**src/rtl/rv_regfile_scb_pkg.sv**
```systemverilog
// Shared types for the register file with scoreboard: sweep FSM state encodings.
package rv_regfile_scb_pkg;

  typedef enum logic {
    ST_INIT  = 1'b0,
    ST_READY = 1'b1
  } rf_state_e;

endpackage

```
**src/rtl/rv_regfile_scb_regmem_port.sv**
```systemverilog
// One read port's private copy of the register array: 1R1W, registered read,
// held address with stall, write-through on capture and refresh while stalled.
module rv_regmem_port
  import rv_regfile_scb_pkg::*;
#(
  parameter int DATA_W = 32,
  parameter int ADDR_W = 5
) (
  input  logic              clk_i,
  input  logic              rst_i,
  input  logic              we_i,
  input  logic [ADDR_W-1:0] waddr_i,
  input  logic [DATA_W-1:0] wdata_i,
  input  logic              stall_i,
  input  logic [ADDR_W-1:0] raddr_i,
  output logic [DATA_W-1:0] rdata_o,
  output logic [ADDR_W-1:0] haddr_o
);

  localparam int DEPTH = 2 ** ADDR_W;

  logic [DATA_W-1:0] mem [DEPTH];

  // Array contents come only from writes (the top-level sweep clears it).
  always_ff @(posedge clk_i) begin
    if (we_i) mem[waddr_i] <= wdata_i;
  end

  always_ff @(posedge clk_i) begin
    if (rst_i) begin
      haddr_o <= '0;
      rdata_o <= '0;
    end else if (!stall_i) begin
      haddr_o <= raddr_i;
      rdata_o <= (we_i && (waddr_i == raddr_i)) ? wdata_i : mem[raddr_i];
    end else if (we_i && (waddr_i == haddr_o)) begin
      rdata_o <= wdata_i;
    end
  end

endmodule

```
**src/rtl/rv_regfile_scb.sv**
```systemverilog
// Multi-port register file with zero-init sweep, pending-write scoreboard,
// optional hardwired zero register and a combinational late bypass.
module rv_regfile_scb
  import rv_regfile_scb_pkg::*;
#(
  parameter int DATA_W   = 32,
  parameter int ADDR_W   = 5,
  parameter int NUM_RD   = 2,
  parameter int ZERO_REG = 1
) (
  input  logic                     clk_i,
  input  logic                     rst_i,
  output logic                     ready_o,
  input  logic                     rd_stall_i,
  input  logic [NUM_RD*ADDR_W-1:0] rd_addr_i,
  output logic [NUM_RD*DATA_W-1:0] rd_data_o,
  output logic [NUM_RD-1:0]        busy_o,
  input  logic                     wr_en_i,
  input  logic [ADDR_W-1:0]        wr_addr_i,
  input  logic [DATA_W-1:0]        wr_data_i,
  input  logic                     byp_en_i,
  input  logic [ADDR_W-1:0]        byp_addr_i,
  input  logic [DATA_W-1:0]        byp_data_i,
  input  logic                     sb_set_i,
  input  logic [ADDR_W-1:0]        sb_set_addr_i
);

  localparam int DEPTH = 2 ** ADDR_W;

  rf_state_e         state_q;
  logic [ADDR_W-1:0] sweep_cnt_q;
  logic [DEPTH-1:0]  busy_q;

  logic              wr_ok, set_ok, byp_ok, in_ready;
  logic              mem_we;
  logic [ADDR_W-1:0] mem_waddr;
  logic [DATA_W-1:0] mem_wdata;

  assign in_ready = (state_q == ST_READY);
  assign wr_ok    = wr_en_i  && !((ZERO_REG != 0) && (wr_addr_i == '0));
  assign set_ok   = sb_set_i && !((ZERO_REG != 0) && (sb_set_addr_i == '0));
  assign byp_ok   = byp_en_i && !((ZERO_REG != 0) && (byp_addr_i == '0));

  // The sweep owns the write port until every entry has been cleared.
  assign mem_we    = in_ready ? wr_ok : 1'b1;
  assign mem_waddr = in_ready ? wr_addr_i : sweep_cnt_q;
  assign mem_wdata = in_ready ? wr_data_i : '0;

  always_ff @(posedge clk_i) begin
    if (rst_i) begin
      state_q     <= ST_INIT;
      sweep_cnt_q <= '0;
      ready_o     <= 1'b0;
    end else begin
      case (state_q)
        ST_INIT: begin
          sweep_cnt_q <= sweep_cnt_q + 1'b1;
          if (sweep_cnt_q == '1) begin
            state_q <= ST_READY;
            ready_o <= 1'b1;
          end
        end
        default: ready_o <= 1'b1;
      endcase
    end
  end

  // Set is applied after clear so a same-edge set/clear leaves the entry pending.
  always_ff @(posedge clk_i) begin
    if (rst_i) begin
      busy_q <= '0;
    end else if (in_ready) begin
      if (wr_ok)  busy_q[wr_addr_i]     <= 1'b0;
      if (set_ok) busy_q[sb_set_addr_i] <= 1'b1;
    end
  end

  for (genvar k = 0; k < NUM_RD; k++) begin : g_port
    logic [ADDR_W-1:0] haddr;
    logic [DATA_W-1:0] rdata;
    logic              zero_hit;

    rv_regmem_port #(
      .DATA_W (DATA_W),
      .ADDR_W (ADDR_W)
    ) u_port (
      .clk_i   (clk_i),
      .rst_i   (rst_i),
      .we_i    (mem_we),
      .waddr_i (mem_waddr),
      .wdata_i (mem_wdata),
      .stall_i (rd_stall_i),
      .raddr_i (rd_addr_i[k*ADDR_W +: ADDR_W]),
      .rdata_o (rdata),
      .haddr_o (haddr)
    );

    assign zero_hit = (ZERO_REG != 0) && (haddr == '0);

    assign rd_data_o[k*DATA_W +: DATA_W] =
        (!in_ready || zero_hit)             ? '0         :
        (byp_ok && (byp_addr_i == haddr))   ? byp_data_i : rdata;

    assign busy_o[k] = in_ready && !zero_hit && busy_q[haddr];
  end

endmodule
```
**config.mk**
```make
export PLATFORM = sky130hd
export DESIGN_NAME = rv_regfile_scb
export DESIGN_NICKNAME = d
export VERILOG_FILES = /design/src/rtl/rv_regfile_scb_pkg.sv /design/src/rtl/rv_regfile_scb_regmem_port.sv /design/src/rtl/rv_regfile_scb.sv
export SDC_FILE = /design/constraint.sdc
export NUM_CORES = 2
export LEC_CHECK = 0
export CAP_MARGIN = 10
export CORE_MARGIN = 1.5
export CORE_UTILIZATION = 43
export CTS_CLUSTER_SIZE = 20
export DETAILED_ROUTE_END_ITERATION = 10
export PLACE_DENSITY = 0.61
export SYNTH_ARGS = -nofsm -noshare
export SYNTH_HDL_FRONTEND = slang
export SYNTH_SLANG_ARGS = --single-unit
```
**constraint.sdc**
```tcl
create_clock -name clk_i -period 6.16 [get_ports clk_i]
set_clock_uncertainty 0.15 [all_clocks]
set_input_delay 0.924 -clock clk_i [delete_from_list [all_inputs] [get_ports clk_i]]
set_output_delay 0.924 -clock clk_i [all_outputs]
set_load 0.02 [all_outputs]
```
Word-level counts from Yosys, hierarchy flattened --
Memory sizes are Yosys's and may differ from the RTL's. Cells that the tools add are included.
Word-level totals: bits in registers 113, RAM bits 2048, output and inout port bits 67, bits of input ports 95, memories kept 2
Memory list:
- g_port[0].u_port.mem | words 32, bits a word 32, rd ports 1, clocked after Yosys merged registers in 0, wr ports 1, line rv_regfile_scb_regmem_port.sv:22 | logic [DATA_W-1:0] mem [DEPTH];
- g_port[1].u_port.mem | words 32, bits a word 32, rd ports 1, clocked after Yosys merged registers in 0, wr ports 1, line rv_regfile_scb_regmem_port.sv:22
Operators by class: mux-type cells 31, reduce and logical (&&, ||, !) cells 29, equality and inequality tests 9, order comparisons 6, add/sub/neg operators 1, bitwise logic cells 3
Operators with widths (number):
- $mux 32 | 15
- $and 32x32->32 | 1
- $not 32->32 | 1
- $or 32x32->32 | 1
- $eq 5x5->1 | 6
- $logic_not 5->1 | 5
- $lt 5x6->1 const B | 4
- $logic_and 1x1->1 | 15
- $mux 1 | 11
- $bmux 1 s5 | 2
- $demux 1 s5 | 2
- $ge 5x1->1 const B | 2
- $logic_not 1->1 | 6
- $add 5x1->5 const B | 1
- $eq 5x5->1 const B | 1
- $mux 5 | 1
- $ne 2x1->1 const B | 2
- $logic_or 1x1->1 | 2
- $reduce_bool 2->1 | 1

Longest topological paths before layout --
word-level depth 11, gate-level depth with buffers 11

Hierarchy --
From an unflattened synthesis, not the netlist that was laid out.
Second synthesis, totals: cells, all modules 4144, area, all modules 84225.8 µm²
By module, submodules not included:
- rv_regmem_port | area each 40038.4 µm², times used 2, cells each 1795
- rv_regfile_scb | area each 4149.0 µm², times used 1, cells each 554

Worst setup path after synthesis --
Ideal clock, no wire load.
path type input to register, from input wr_addr_i[4], to memory g_port[1].u_port.mem[0][0] (enable), arrival time 3.294 ns, slack 2.295 ns, path buffers 1, stages on the path 6, data required time 5.589 ns, setup time 0.421 ns, cell sequence clkbuf_1 or3_1 nor3_1 a21oi_2 nand3_1 nor2_1
On the way: longest elaborated chain between the ends 6, elaborated cells between the ends (all ways) 7, those cells by class mux: 4; reduce/logical: 3
Ends and longest elaborated chain:
- start: declaration | line rv_regfile_scb.sv:19 | input logic [ADDR_W-1:0] wr_addr_i,
- $logic_not 5->1 | line rv_regfile_scb.sv:40 | assign wr_ok = wr_en_i && !((ZERO_REG != 0) && (wr_addr_i == '0));
- $logic_not 1->1 | line rv_regfile_scb.sv:40
- $logic_and 1x1->1 | line rv_regfile_scb.sv:40
- $mux 1 | line rv_regfile_scb.sv:45 | assign mem_we = in_ready ? wr_ok : 1'b1;
- $mux 1 | line rv_regfile_scb_regmem_port.sv:26 | if (we_i) mem[waddr_i] <= wdata_i;
- $mux 1 (implied by the code) | line rv_regfile_scb_regmem_port.sv:26
- end: declaration | line rv_regfile_scb_regmem_port.sv:22
Several ways; a longest one is shown, not always the timed one.

Final worst setup path --
from input byp_addr_i[2], to output rd_data_o[61]
On the way: longest elaborated chain between the ends 6, elaborated cells between the ends (all ways) 7, those cells by class eq/ne: 1; mux: 2; reduce/logical: 4
Ends and longest elaborated chain:
- start: declaration | line rv_regfile_scb.sv:22 | input logic [ADDR_W-1:0] byp_addr_i,
- $logic_not 5->1 | line rv_regfile_scb.sv:42 | assign byp_ok = byp_en_i && !((ZERO_REG != 0) && (byp_addr_i == '0));
- $logic_not 1->1 | line rv_regfile_scb.sv:42
- $logic_and 1x1->1 | line rv_regfile_scb.sv:42
- $logic_and 1x1->1 * | line rv_regfile_scb.sv:102 | (byp_ok && (byp_addr_i == haddr)) ? byp_data_i : rdata;
- $mux 32 * | line rv_regfile_scb.sv:102
- $mux 32 * | line rv_regfile_scb.sv:101 | (!in_ready || zero_hit) ? '0 :
- end: declaration | line rv_regfile_scb.sv:16 | output logic [NUM_RD*DATA_W-1:0] rd_data_o,
Mark *: on every way between the ends. The rest lies on a longest branch, timed or not.

==> metrics.yaml <==
status: "complete, but fails checks"
violations: "design-rule violations"
synth.area.top_cells: "edfxtp_1, mux4_2, dfxtp_1"
cp.arrival_ns: 4.02
fin_tns_setup_ns: 0
top_layer_used: "met5"
worstMarginPinSlew_ns: 1.27
drcViolationCount: 42
rsz0062_at_grt: "no"
syn-mean-instance-area_um2: 18.3
dieHeight_um: 357
gp_congestion: 0.881
min_path_cells: 2
yosysTopAreaCell: "edfxtp_1"
yosys_warnings: 0
routedWlPerCell_um: 34.9
powerDensity_nw_per_um2: 283
startpoint_type: "input port"
overflow: 0
grt.total_usage_pct: 26.4
path_max_fanout: 32
wl_met2_mm: 77.4
p_leak_nw: 18.9
synthArstFlopShare_pct: 0
path_clk_slew_ns: 0.06
synth_cell_types: 56
fin_crit_sh_pct: 82.7
port_buffers: 161
r2r_slack_ns: 2.23
fmax_mhz: 196
wl_met1_mm: 68.5
coreArea_um2: 124000
end_kind: "primary output"
min_from: "ready_o"
synth_edf_count: 1024
dieArea_um2: 127000
synth_top_cell_area_share_pct: 57.1
ios: 162
dr_wl_met3_mm: 17.9
hold_buffers: 0
path_class: "input port to primary output"
vias: 32000
finalSetupViolations: 0
reg2reg_from: "in_ready"
rows: 129
worstPathRequired_ns: 5.09
dp_hpwl_mm: 96.8
synth.ff_latch_count: 1137
viasPerCell: 6.66
wl_mm: 168
first_pass_iters: 9
initial_utilization_pct: 43.4
clock_latency_ns: 0.73
r2r-end: "g_port[0].u_port.rdata_o[18]"
irDropWorstVdd_mv: 0.232
cts_tree: "built"
synth_flop_cell: "edfxtp_1"
drive_gt1_share_pct: 30.5
fill_cells: 10100
grt_pass1_wl_mm: 240
post_cts_resized: 0
numCtsBuffers: 116
hold_path.class: "register to register"
syn_nets: 3036
postCtsSetupBuffers: 0
drv_cap: 0
synth_cells: 2939
path_common_cell: "clkdlybuf4s50_1"
clock_path_buffers: 3
maxSlewViolCount: 0
reg2regPathDepth: 9
antenna_found_initial: 4
first_global_vias: 32500
maxSlewHeadroom_pct: 15.3
first_iter_violations: 3911
die_x_um: 357
finalCriticalPeriod_ns: 5.09
yosysSeqAreaShare_pct: 61.3
ant_nets: 0
crit_chain: "clkdlybuf4s50_1 -> or4_1 -> o21ai_0 -> nor4_4 -> buf_4 -> mux2i_1 -> nor2_1 -> clkdlybuf4s50_1"
grt_max_degree: 98
netlist_area_um2: 53800
worst_hold_path.endpoint: "ready_o"
finalHoldViolCount: 0
final_nets: 3167
finish.utilization_pct: 49.7
cts_max_level: 3
slowest_stage: "clkdlybuf4s50_1"
syn_to_final_growth_pct: 14.4
crit_path_max_incr_delay_ns: 0.64
root_buffer: "clkbuf_16"
clock-sinks: 1137
[Yosys cell counts (3+ instances only)]
master	instances
edfxtp_1	1024
mux4_2	583
mux2i_1	194
nor2_1	157
dfxtp_1	113
nand2_1	102
clkbuf_1	100
buf_2	89
o22ai_1	65
a211oi_1	61
a21oi_1	48
nor3_1	44
nor2b_1	40
inv_1	38
o21ai_0	37
a2111oi_2	30
buf_1	29
xnor2_1	24
nand3_1	16
nand2b_1	14
a22oi_1	13
buf_4	13
mux2_2	13
nor2_2	10
xor2_1	8
a221oi_1	5
and3_1	5
nand4_1	5
nor4_1	5
o31ai_1	5
or2_2	5
buf_6	4
o211ai_1	4
and2_1	3
mux2i_4	3
nor4_2	3
[where the power goes]
group          total [mW]  internal, mW  switching, mW
Clock                7.31          4.28           3.03
Sequential           8.56          8.44          0.126
Combinational        1.56         0.689          0.866
Total                17.4          13.4           4.02
[sequential cells by signal (all words and copies together), names as in the netlist]
register and cells:
g_port.u_port.rdata_o 64, in_ready 1, ready_o 1, sweep_cnt_q 5, g_port.u_port.mem 1024, busy_q 32, g_port.u_port.haddr_o 10
[logic make-up (layout without fill, tap and decap cells)]
group                    after synthesis  after routing  share of synthesized area (%)
AND/OR/NAND/NOR                      417            417                           3.56
XOR/XNOR                              32             32                          0.521
multiplexers                         795            795                           28.5
other                                  0              1                              0
flip-flops                          1137           1137                           61.3
buffers and inverters                276            506                           2.28
AO/OA/AOI/OAI                        280            280                           3.81
adder cells (fa/ha/maj)                2              2                         0.0465
[metrics by stage]
stage	cell area [um^2]	power (mW)	hold WS [ns]	std cells	setup WS (ns)
2_1_floorplan	53800	9.68	0.285	2939	2.29
3_3_place_gp	57600	10.3	0.306	4587	1.23
3_5_place_dp	57600	10.3	0.299	4587	1.11
4_1_cts	61500	17.5	0.307	4804	1.10
5_1_grt	61600	17.9	0.345	4806	0.919
6_report	61600	17.4	0.309	4807	1.07
[worst max-delay path by stage]
| stage | start | endpoint | slack (ns) | cells past startpoint |
|---|---|---|---|---|
| CTS | byp_addr_i[1] | rd_data_o[5] | 1.10 | 8 |
| global route | g_port[1].u_port.haddr_o[0] | rd_data_o[38] | 0.92 | 7 |
| global placement | byp_addr_i[1] | rd_data_o[46] | 1.23 | 8 |
| floorplan | wr_addr_i[4] | g_port[1].u_port.mem[0][0] | 2.29 | 6 |
| finish | byp_addr_i[2] | rd_data_o[61] | 1.07 | 8 |
| detailed placement | byp_addr_i[2] | rd_data_o[5] | 1.11 | 8 |
[worst max-delay path: cells and delay by family]
family          cells  cell delay [ns]
compound gates      1             0.57
simple gates        3             0.75
mux                 1             0.20
buf+inv             3             1.48
[per-layer routing]
| layer | up-vias | GRT usage (%) |
|---|---|---|
| met1 | 17300 | 38.4 |
| li1 | 12600 | - |
| met3 | 260 | 5.97 |
| met2 | 1862 | 40.7 |
| met4 | 6 | 6.30 |
| met5 | - | 0 |
[cell type report]
class	instances	area, um^2	share of cell area, %
antenna	1	2.50	0.00406
clock inverter	47	622	1.01
inverter	40	155	0.252
sequential	1137	33000	53.6
multi-input combinational	1526	19900	32.3
clock buffer	170	3300	5.35
timing repair buffer	249	2560	4.16
tap	1637	2050	3.33
[placed cells by master (no fill, tap or decap), drive strengths merged, types with 2 or more instances in the layout]
master and count:
edfxtp 1024, mux4 583, mux2i 199, clkbuf 170
nor2 167, clkdlybuf4s50 152, dfxtp 113, nand2 103
buf 97, o22ai 65, a211oi 61, a21oi 49
nor3 44, inv 43, nor2b 40, o21ai 38
a2111oi 30, clkinv 29, xnor2 24, nand3 17
bufinv 14, nand2b 14, mux2 13, a22oi 13
xor2 8, nor4 8, and3 6, or2 5
nand4 5, o31ai 5, a221oi 5, o211ai 4
and2 3, a211o 2, a22o 2, a311oi 2
o311ai 2, ha 2
No activity file was read; power rests on OpenSTA's default activity.
==> edit: new RTL, config.mk and constraints unchanged <==
`ZERO_REG`: 1 -> 0.
--- a/src/rtl/rv_regfile_scb.sv
+++ b/src/rtl/rv_regfile_scb.sv
@@ -6,7 +6,7 @@
   parameter int DATA_W   = 32,
   parameter int ADDR_W   = 5,
   parameter int NUM_RD   = 2,
-  parameter int ZERO_REG = 1
+  parameter int ZERO_REG = 0
 ) (
   input  logic                     clk_i,
   input  logic                     rst_i,
Function: not settled (the Yosys comparison gave no result); the edit may change what the design does.
==> edit against the unedited design <==
- global-route usage grew 2.6 points
- critical endpoint is now rd_data_o[17]
- sequential share of layout area shrank 0.30 points
- design area grew 0.58%
- sequential power is essentially flat
- wire length grew 12%
- sequential cell count is the same
- total power shrank 3.0%
- critical path type is now flop to output pin
- non-clock buffer count grew 24
- worst setup slack gained 0.21 ns
- area after synthesis grew 0.90%
==> edit: results <==
INSERT INTO impl_metrics (metric_group, metric, value, unit) VALUES
('synth', 'synth_sequential_area_ratio', '60.79', '%'),
('status', 'outcome', 'finished, final reports clean', ''),
('grt', 'largest_net_degree_at_the_start_of_global_routing', '139', ''),
('synth', 'synth.distinct_cells', '69', ''),
('critical_path', 'critPathLaunch', 'g_port[0].u_port.haddr_o[1]$_SDFFE_PP0N_', ''),
('placement', 'hpwl_after_dpl', '107.7', 'mm'),
('detailed_routing', 'first_pass_iters', '5', ''),
('detailed_routing', 'drt_iter0_drc', '4947', ''),
('placement', 'preCtsSetupSlack', '1.228', 'ns'),
('synth', 'netlist_top_cells_count', 'edfxtp_1 (1,024), mux2i_1 (581), mux4_2 (282)', ''),
('grt', 'grt_pass1_wl', '263.1', 'mm'),
('final_layout', 'num-fill-cells', '10450', ''),
('pwr', 'p_leak', '20.08', 'nW'),
('critical_path', 'timing.critical_path.arrival', '3.81', 'ns'),
('detailed_routing', 'routed_via_density', '6.714', ''),
('clock_tree', 'cts_buffers', '118', ''),
('grt', 'number_of_global_route_vias_before_repair', '34810', ''),
('final_layout', 'layout-drive-gt1-share', '18.14', '%'),
('placement', 'dp_cells', '5121', ''),
('grt', 'globalRouteTotalUtil', '29.06', '%');
==> edit: cells by family after synthesis <==
family / share of synthesized area [%]
simple gates: 5.283
xor+xnor: 0.4516
mux: 22.50
compound gates: 8.290
buf+inv: 2.645
fa+ha+maj: 0.04607
flops: 60.79
==> edit: critical path: stages (launching register included) <==
cell and delay (ns):
dfxtp_1 0.75, xor2_1 0.14, nor4_1 0.31, and3_4 0.87, mux2i_1 0.18, nor2b_1 0.16, clkdlybuf4s50_1 0.62
==> edit: report_power, final <==
group / leakage (nW) / internal, mW / switching [mW]
Clock: 1.83 / 3.96 / 3.00
Combinational: 8.31 / 0.555 / 0.874
Sequential: 9.94 / 8.42 / 0.110
Total: 20.1 / 12.9 / 3.98
==> edit: metal layers <==
layer | vias to the layer above | part of all wire (%) | global-route usage [%]
met1 | 18630 | 40 | 40.21
met2 | 2251 | 46 | 45.49
li1 | 14590 | - | -
met5 | - | 0.021 | 0
met4 | 6 | 3.6 | 9.468
met3 | 406 | 11 | 6.599
==> edit: layout make-up <==
cell class | count | area (um^2) | area share [%]
clock inverters | 57 | 437.9 | 0.7072
well taps | 1650 | 2064 | 3.334
inverters | 13 | 48.80 | 0.07880
flip-flops and latches | 1137 | 33020 | 53.32
diodes | 1 | 2.502 | 0.004041
clock buffers | 161 | 3288 | 5.310
multi-input cells | 2052 | 20280 | 32.75
repair buffers | 273 | 2785 | 4.498
==> edit: path summary, 6_finish.rpt <==
| kind | endpoint | slack, ns | cells after the start |
|---|---|---|---|
| worst min register to register | ready_o$_SDFFE_PP0P_ | 0.32 | 1 |
| worst min-delay path | ready_o$_SDFFE_PP0P_ | 0.32 | 1 |
| worst max register to register | g_port[1].u_port.rdata_o[17]$_SDFFE_PP0P_ | 1.81 | 7 |
| worst max-delay path | rd_data_o[17] | 1.28 | 6 |
==> edit: per-stage QoR <==
step / cell area, um^2 / hold WS (ns) / util (%)
6_report: 61920 / 0.3183 / 49.38
3_5_place_dp: 58110 / 0.3183 / 46.34
5_1_grt: 61920 / 0.3652 / 49.38
4_1_cts: 61830 / 0.3307 / 49.31
2_1_floorplan: 54310 / 0.2850 / -
3_3_place_gp: 58110 / 0.3088 / 46.34
